**src/rtl/multicycle_ctrl.sv**
```systemverilog
// Control FSM for a multicycle RISC-V style datapath (R-type, ld, sd, beq).
// Generates datapath strobes and mux selects and counts retired instructions.
//
//   state  | meaning
//   FETCH  | read instruction, PC += 4 on mem_ready
//   DECODE | register read, branch target into ALU
//   ADDR   | effective address for ld/sd
//   MEM_RD | load access, wait for mem_ready
//   MEM_WR | store access, wait for mem_ready
//   WB_LD  | write load data to register file
//   EXEC_R | R-type ALU operation
//   WB_R   | write ALU result to register file
//   BRANCH | compare, PC <= target when zero
//   HALT   | illegal opcode, left only by rst
module multicycle_ctrl #(
    parameter int CNT_W = 32
) (
    input  logic             clk,
    input  logic             rst,
    input  logic [6:0]       opcode,
    input  logic             zero,
    input  logic             mem_ready,
    output logic             pc_write,
    output logic             ir_write,
    output logic             reg_write,
    output logic             mem_read,
    output logic             mem_write,
    output logic             mem_to_reg,
    output logic             pc_src,
    output logic             alu_src_a,
    output logic [1:0]       alu_src_b,
    output logic [1:0]       alu_op,
    output logic [3:0]       state,
    output logic             halted,
    output logic [CNT_W-1:0] instr_count
);

    typedef enum logic [3:0] {
        S_FETCH  = 4'd0,
        S_DECODE = 4'd1,
        S_ADDR   = 4'd2,
        S_MEM_RD = 4'd3,
        S_MEM_WR = 4'd4,
        S_WB_LD  = 4'd5,
        S_EXEC_R = 4'd6,
        S_WB_R   = 4'd7,
        S_BRANCH = 4'd8,
        S_HALT   = 4'd9
    } state_t;

    localparam logic [6:0] OP_R   = 7'b0110011;
    localparam logic [6:0] OP_LD  = 7'b0000011;
    localparam logic [6:0] OP_SD  = 7'b0100011;
    localparam logic [6:0] OP_BEQ = 7'b1100011;

    localparam logic [1:0] SRC_B_RS2 = 2'b00;
    localparam logic [1:0] SRC_B_4   = 2'b01;
    localparam logic [1:0] SRC_B_IMM = 2'b10;
    localparam logic [1:0] ALU_ADD   = 2'b00;
    localparam logic [1:0] ALU_SUB   = 2'b01;
    localparam logic [1:0] ALU_FUNCT = 2'b10;

    state_t           state_q;
    state_t           state_d;
    logic             retire;
    logic [CNT_W-1:0] count_q;

    always_ff @(posedge clk or posedge rst) begin
        if (rst) begin
            state_q <= S_FETCH;
        end else begin
            state_q <= state_d;
        end
    end

    // Outputs are gated by rst so every strobe is low while reset is held,
    // even though FETCH itself would otherwise assert mem_read.
    always_comb begin
        state_d    = state_q;
        pc_write   = 1'b0;
        ir_write   = 1'b0;
        reg_write  = 1'b0;
        mem_read   = 1'b0;
        mem_write  = 1'b0;
        mem_to_reg = 1'b0;
        pc_src     = 1'b0;
        alu_src_a  = 1'b0;
        alu_src_b  = SRC_B_RS2;
        alu_op     = ALU_ADD;
        if (!rst) begin
            case (state_q)
                S_FETCH: begin
                    mem_read  = 1'b1;
                    alu_src_b = SRC_B_4;
                    if (mem_ready) begin
                        ir_write = 1'b1;
                        pc_write = 1'b1;
                        state_d  = S_DECODE;
                    end
                end
                S_DECODE: begin
                    alu_src_b = SRC_B_IMM;
                    case (opcode)
                        OP_R:         state_d = S_EXEC_R;
                        OP_LD, OP_SD: state_d = S_ADDR;
                        OP_BEQ:       state_d = S_BRANCH;
                        default:      state_d = S_HALT;
                    endcase
                end
                S_ADDR: begin
                    alu_src_a = 1'b1;
                    alu_src_b = SRC_B_IMM;
                    if (opcode == OP_LD) begin
                        state_d = S_MEM_RD;
                    end else if (opcode == OP_SD) begin
                        state_d = S_MEM_WR;
                    end else begin
                        state_d = S_HALT;
                    end
                end
                S_MEM_RD: begin
                    mem_read  = 1'b1;
                    alu_src_a = 1'b1;
                    if (mem_ready) begin
                        state_d = S_WB_LD;
                    end
                end
                S_MEM_WR: begin
                    mem_write = 1'b1;
                    alu_src_a = 1'b1;
                    if (mem_ready) begin
                        state_d = S_FETCH;
                    end
                end
                S_WB_LD: begin
                    reg_write  = 1'b1;
                    mem_to_reg = 1'b1;
                    state_d    = S_FETCH;
                end
                S_EXEC_R: begin
                    alu_src_a = 1'b1;
                    alu_src_b = SRC_B_RS2;
                    alu_op    = ALU_FUNCT;
                    state_d   = S_WB_R;
                end
                S_WB_R: begin
                    reg_write = 1'b1;
                    alu_op    = ALU_FUNCT;
                    state_d   = S_FETCH;
                end
                S_BRANCH: begin
                    alu_src_a = 1'b1;
                    alu_src_b = SRC_B_RS2;
                    alu_op    = ALU_SUB;
                    pc_src    = 1'b1;
                    pc_write  = zero;
                    state_d   = S_FETCH;
                end
                S_HALT: begin
                    state_d = S_HALT;
                end
                default: begin
                    state_d = S_HALT;
                end
            endcase
        end
    end

    assign retire = (state_d == S_FETCH) &&
                    ((state_q == S_MEM_WR) || (state_q == S_WB_LD) ||
                     (state_q == S_WB_R)   || (state_q == S_BRANCH));

    always_ff @(posedge clk or posedge rst) begin
        if (rst) begin
            count_q <= '0;
        end else if (retire) begin
            count_q <= count_q + CNT_W'(1);
        end
    end

    assign state       = state_q;
    assign halted      = (state_q == S_HALT);
    assign instr_count = count_q;

endmodule

```
**config.mk**
```make
export PLATFORM = sky130hd
export DESIGN_NAME = multicycle_ctrl
export DESIGN_NICKNAME = d
export VERILOG_FILES = /design/src/rtl/multicycle_ctrl.sv
export SDC_FILE = /design/constraint.sdc
export NUM_CORES = 1
export LEC_CHECK = 0
export BUFFER_PORTS_ARGS = -buffer_cell sky130_fd_sc_hd__buf_2
export CORE_MARGIN = 1
export CORE_UTILIZATION = 55
export CTS_BUF_LIST = sky130_fd_sc_hd__clkbuf_16
export DETAILED_ROUTE_END_ITERATION = 7
export GPL_ROUTABILITY_DRIVEN = 0
export PLACE_DENSITY = 0.9
export SYNTH_ARGS = -nofsm -noshare
export SYNTH_HDL_FRONTEND = slang
export SYNTH_SLANG_ARGS = --single-unit
export TNS_END_PERCENT = 1
```
**constraint.sdc**
```tcl
create_clock -name clk -period 3.5 [get_ports clk]
set_input_delay 0.7 -clock clk [delete_from_list [all_inputs] [get_ports clk]]
set_output_delay 0.7 -clock clk [all_outputs]
set_load 0.03 [all_outputs]
```
Yosys cells after proc, flatten, opt, wreduce, memory -nomap -nowiden
Cells that the tools add are included.
{"block": "word_totals", "elab_cells": 58, "register_bits": 36}
{"block": "classes", "n_eq_ne": 13, "n_mux": 29, "n_addsub": 1, "reduce_logical": 13}
{"cell": "32-bit by 1-bit adder with 32-bit output (second input constant)", "count": 1}
{"cell": "4-bit case mux with 7 select lines", "count": 1}
{"cell": "4-bit two-way mux", "count": 6}
{"cell": "4-bit by 3-bit == test with 1-bit output (second input constant)", "count": 4}
{"cell": "1-bit two-way mux", "count": 16}
{"cell": "7-bit by 6-bit == test with 1-bit output (second input constant)", "count": 2}
{"cell": "4-bit case mux with 3 select lines", "count": 1}
{"cell": "2-bit OR reduction", "count": 5}
{"cell": "4-bit by 2-bit == test with 1-bit output (second input constant)", "count": 2}
{"cell": "4-bit == test (second input constant)", "count": 2}
{"cell": "4-bit logical NOT", "count": 2}
{"cell": "2-bit case mux with 2 select lines", "count": 2}
{"cell": "7-bit by 2-bit == test with 1-bit output (second input constant)", "count": 1}
{"cell": "7-bit == test (second input constant)", "count": 1}
{"cell": "5-bit OR reduction", "count": 1}
{"cell": "4-bit by 1-bit == test with 1-bit output (second input constant)", "count": 1}
{"cell": "2-bit two-way mux", "count": 2}
{"cell": "1-bit logical OR", "count": 3}
{"cell": "3-bit OR reduction", "count": 1}
{"cell": "1-bit case mux with 2 select lines", "count": 1}
{"cell": "1-bit logical AND", "count": 1}

Logic depth before layout (Yosys ltp)
{"block": "depth", "word_depth": 7, "ltp_mapped": 8, "depth_no_buf": 6}

Worst setup path before layout
Ideal clock, no wire load.
{"block": "synth_path", "path_kind": "input port to output port", "start": "input port rst", "end": "output port alu_src_b[0]", "slack_ns": 0.357, "path_stages": 3, "arrival_time_ns": 2.443, "required_time_ns": 2.800, "cell_sequence": "inv_1 > nand2_1 > nor3_1"}
{"block": "synth_via", "elab_chain_cells": 1}
{"element": "from (decl)", "line_no": "19", "rtl": "input logic rst,"}
{"element": "2-bit two-way mux", "line_no": "90", "rtl": "if (!rst) begin"}
{"element": "to (decl)", "line_no": "31", "rtl": "output logic [1:0] alu_src_b,"}
Every way passes these cells.

Final worst setup path
Same ends and word-level chain as after synthesis.

==> qor.yml <==
status:
  outcome: "finished clean"
timing:
  setup_total_negative_slack_ns: 0
  period_share_pct: 73.7
  unrepaired_setup_endpoints_after_global_routing: "false"
  timing.final.hold_violations: 0
  period_minus_slack_ns: 2.58
  drv_slew: 0
  timing_worst_slew_pin_value_ns: 0.856
  max-slew-margin-rel_pct: 42.7
  skew_ns: 0.00528
  timing.final.setup_violations: 0
  fmaxAchievable_mhz: 388
synth:
  muxShareOfSynthArea_pct: 1.62
  synth_enable_flop_cells: 0
  synth_area_um2: 1930
  postSynthRegisterBits: 36
  synthTopCellsByArea: "dfrtp_1, xnor2_1, nand2_1"
  synth_fa_ha_area_share_pct: 1.17
  fraction_of_the_mapped_netlist_area_in_simple_logic_gates_pct: 25.4
  netlist_instances: 193
  synth-compound-area-share_pct: 7.45
  synth.top_cells.by_count: "dfrtp_1, xnor2_1, nand2_1"
  synth-main-ff-cell: "dfrtp_1"
  syn_nets: 205
  synth.lib_cells_used.distinct: 41
  post_synth_xor_area_fraction_pct: 14.1
  synth-warning-count: 0
  dominant_combinational_cell_family_by_area_after_synthesis: "simple AND/OR/NAND/NOR gates"
  synth_top_area_cell: "dfrtp_1"
  syn_area_per_cell_um2: 10.0
  asyncSetResetFlopFracSynth_pct: 100
  synth_largest_type_area_fraction_pct: 46.7
  seq_area_frac_synth_pct: 46.7
  synth.most_common_cell: "dfrtp_1"
die:
  chipWidth_um: 61.2
  dieHeight_um: 61.2
  initial_util_pct: 57.9
  top_level_ports: 60
  die-area_um2: 3750
  fp-row-count: 21
  floorplan_core_area_um2: 3340
placed_design:
  port-buffer-count: 59
  post-dp-hpwl_mm: 2.85
  place_area_um2: 2240
critical_path:
  end_kind: "output port"
  wp_data_required_ns: 2.80
  worst-endpoint-arrival_ns: 1.88
  cp_max_fo: 38
  cp-start-kind: "input port"
  worstSetupPathType: "in2out"
cts:
  cts.htree.levels: 2
  cts.clk_slew.worst_paths_ns: 0.05
  cts.sinks: 36
  cts_root_buffer: "clkbuf_16"
  post_cts_buffers: 0
  clkLatencyLatePin_ns: 0.28
  cts_max_path_buffers: 2
  cts_inserted_buffers: 5
  tritoncts_clock_tree: "built"
  ctsResizeCount: 0
  hold_buffers: 0
finish:
  area.growth.synth_to_final_pct: 24.5
  num-nets-final: 265
  post-route-cell-area_um2: 2400
  antenna_cells_inserted: 0
  fin_util_pct: 72.0
  drive_above_1_share_pct: 31.5
route:
  route.detailed.vias_per_inst: 5.51
  number_of_vias_after_detailed_routing: 1654
  detail_route.wl_per_cell_um: 13.5
  wl_mm: 4.06
  residual_drc: 0
  firstDrtPassIters: 4
  detailedRoute.firstIterationViolations: 84
  drt.antenna.violating_nets: 0
global_routing:
  grtUsageTotal_pct: 23.7
  grt_max_degree: 39
  gr-total-overflow: 0
  first_global_vias: 1433
  antenna_found_initial: 0
  global_route_wire_length_before_repair_mm: 6.35
power_and_ir_drop:
  leakage_power_of_the_design_uw: 0.00122
  vdd_drop_max_mv: 0.299
  power-per-cell-area_nw_per_um2: 474
  p_total_uw: 1140
job:
  maxCapViolations: 0
worst_hold_path:
  worst_hold_path_type: "reg2reg"
==> report_power, final <==
part	switching, uW	internal, uW	leakage, uW	total, uW
combinational	113	59.4	0.000651	172
sequential	35.5	433	0.000491	469
clock	165	334	0.0000798	499
==> per-layer routing <==
metal	vias up	track usage, %	wire, um
met1	789	29.6	1740
met5	-	0	0
met3	6	7.35	238
met2	62	37.3	2000
li1	797	-	-
met4	0	11.7	74
==> worst max-delay path, stage by stage <==
cell and delay [ns]:
buf_2 0.14, inv_1 0.08, buf_4 0.40, nand2_1 0.19, nor3_1 0.15, buf_2 0.22
==> through the flow <==
stage,std cells,setup slack (ns),hold WS (ns)
2_1_floorplan,193,0.357,0.654
3_3_place_gp,292,0.918,0.456
3_5_place_dp,292,0.894,0.466
4_1_cts,300,0.890,0.488
5_1_grt,300,0.760,0.521
6_report,300,0.919,0.488
==> registers in the layout (all words and copies together) (netlist names) <==
register	cells
state	4
instr_count	32
==> area by class of cell <==
class | count | area [um^2]
well taps | 46 | 57.6
flip-flops and latches | 36 | 901
fillers | 260 | 933
inverters | 4 | 15.0
repair buffers | 60 | 303
multi-input cells | 146 | 960
clock inverters | 3 | 42.5
clock buffers | 5 | 125
==> worst paths after layout <==
path                                               endpoint                         from  depth (start not counted)  slack [ns]
worst max-delay path                           alu_src_b[0]                          rst                          6        0.92
worst min register to register  instr_count[15]$_DFFE_PP0P_  instr_count[15]$_DFFE_PP0P_                          1        0.49
min in group asynchronous                state[1]$_DFF_PP0_                          rst                          3        0.61
max in group asynchronous       instr_count[10]$_DFFE_PP0P_                          rst                          3        2.58
worst max register to register   instr_count[9]$_DFFE_PP0P_           state[3]$_DFF_PP0_                          6        1.04
worst min-delay path            instr_count[15]$_DFFE_PP0P_  instr_count[15]$_DFFE_PP0P_                          1        0.49
==> placed cells by master, fill, tap and decap left out, types with 4 or more instances in the layout <==
| cell | n |
|---|---|
| inv_1 | 4 |
| nand3_1 | 13 |
| clkbuf_16 | 5 |
| and3_1 | 9 |
| dfrtp_1 | 36 |
| buf_2 | 59 |
| nand2_1 | 18 |
| a21oi_1 | 6 |
| xor2_1 | 5 |
| nor3_1 | 5 |
| nor2_1 | 13 |
| xnor2_1 | 26 |
| and4_1 | 5 |
| o21ai_0 | 10 |
| nand4_1 | 8 |
==> cell families (layout without fill, tap and decap cells) <==
logic type	count (synthesis)	after routing
multiplexers	3	3
adder cells (fa/ha/maj)	2	2
flip-flops	36	36
XOR/XNOR	31	31
AND/OR/NAND/NOR	87	87
AO/OA/AOI/OAI	23	23
buffers and inverters	11	72
(Power assumes the default switching activity.)
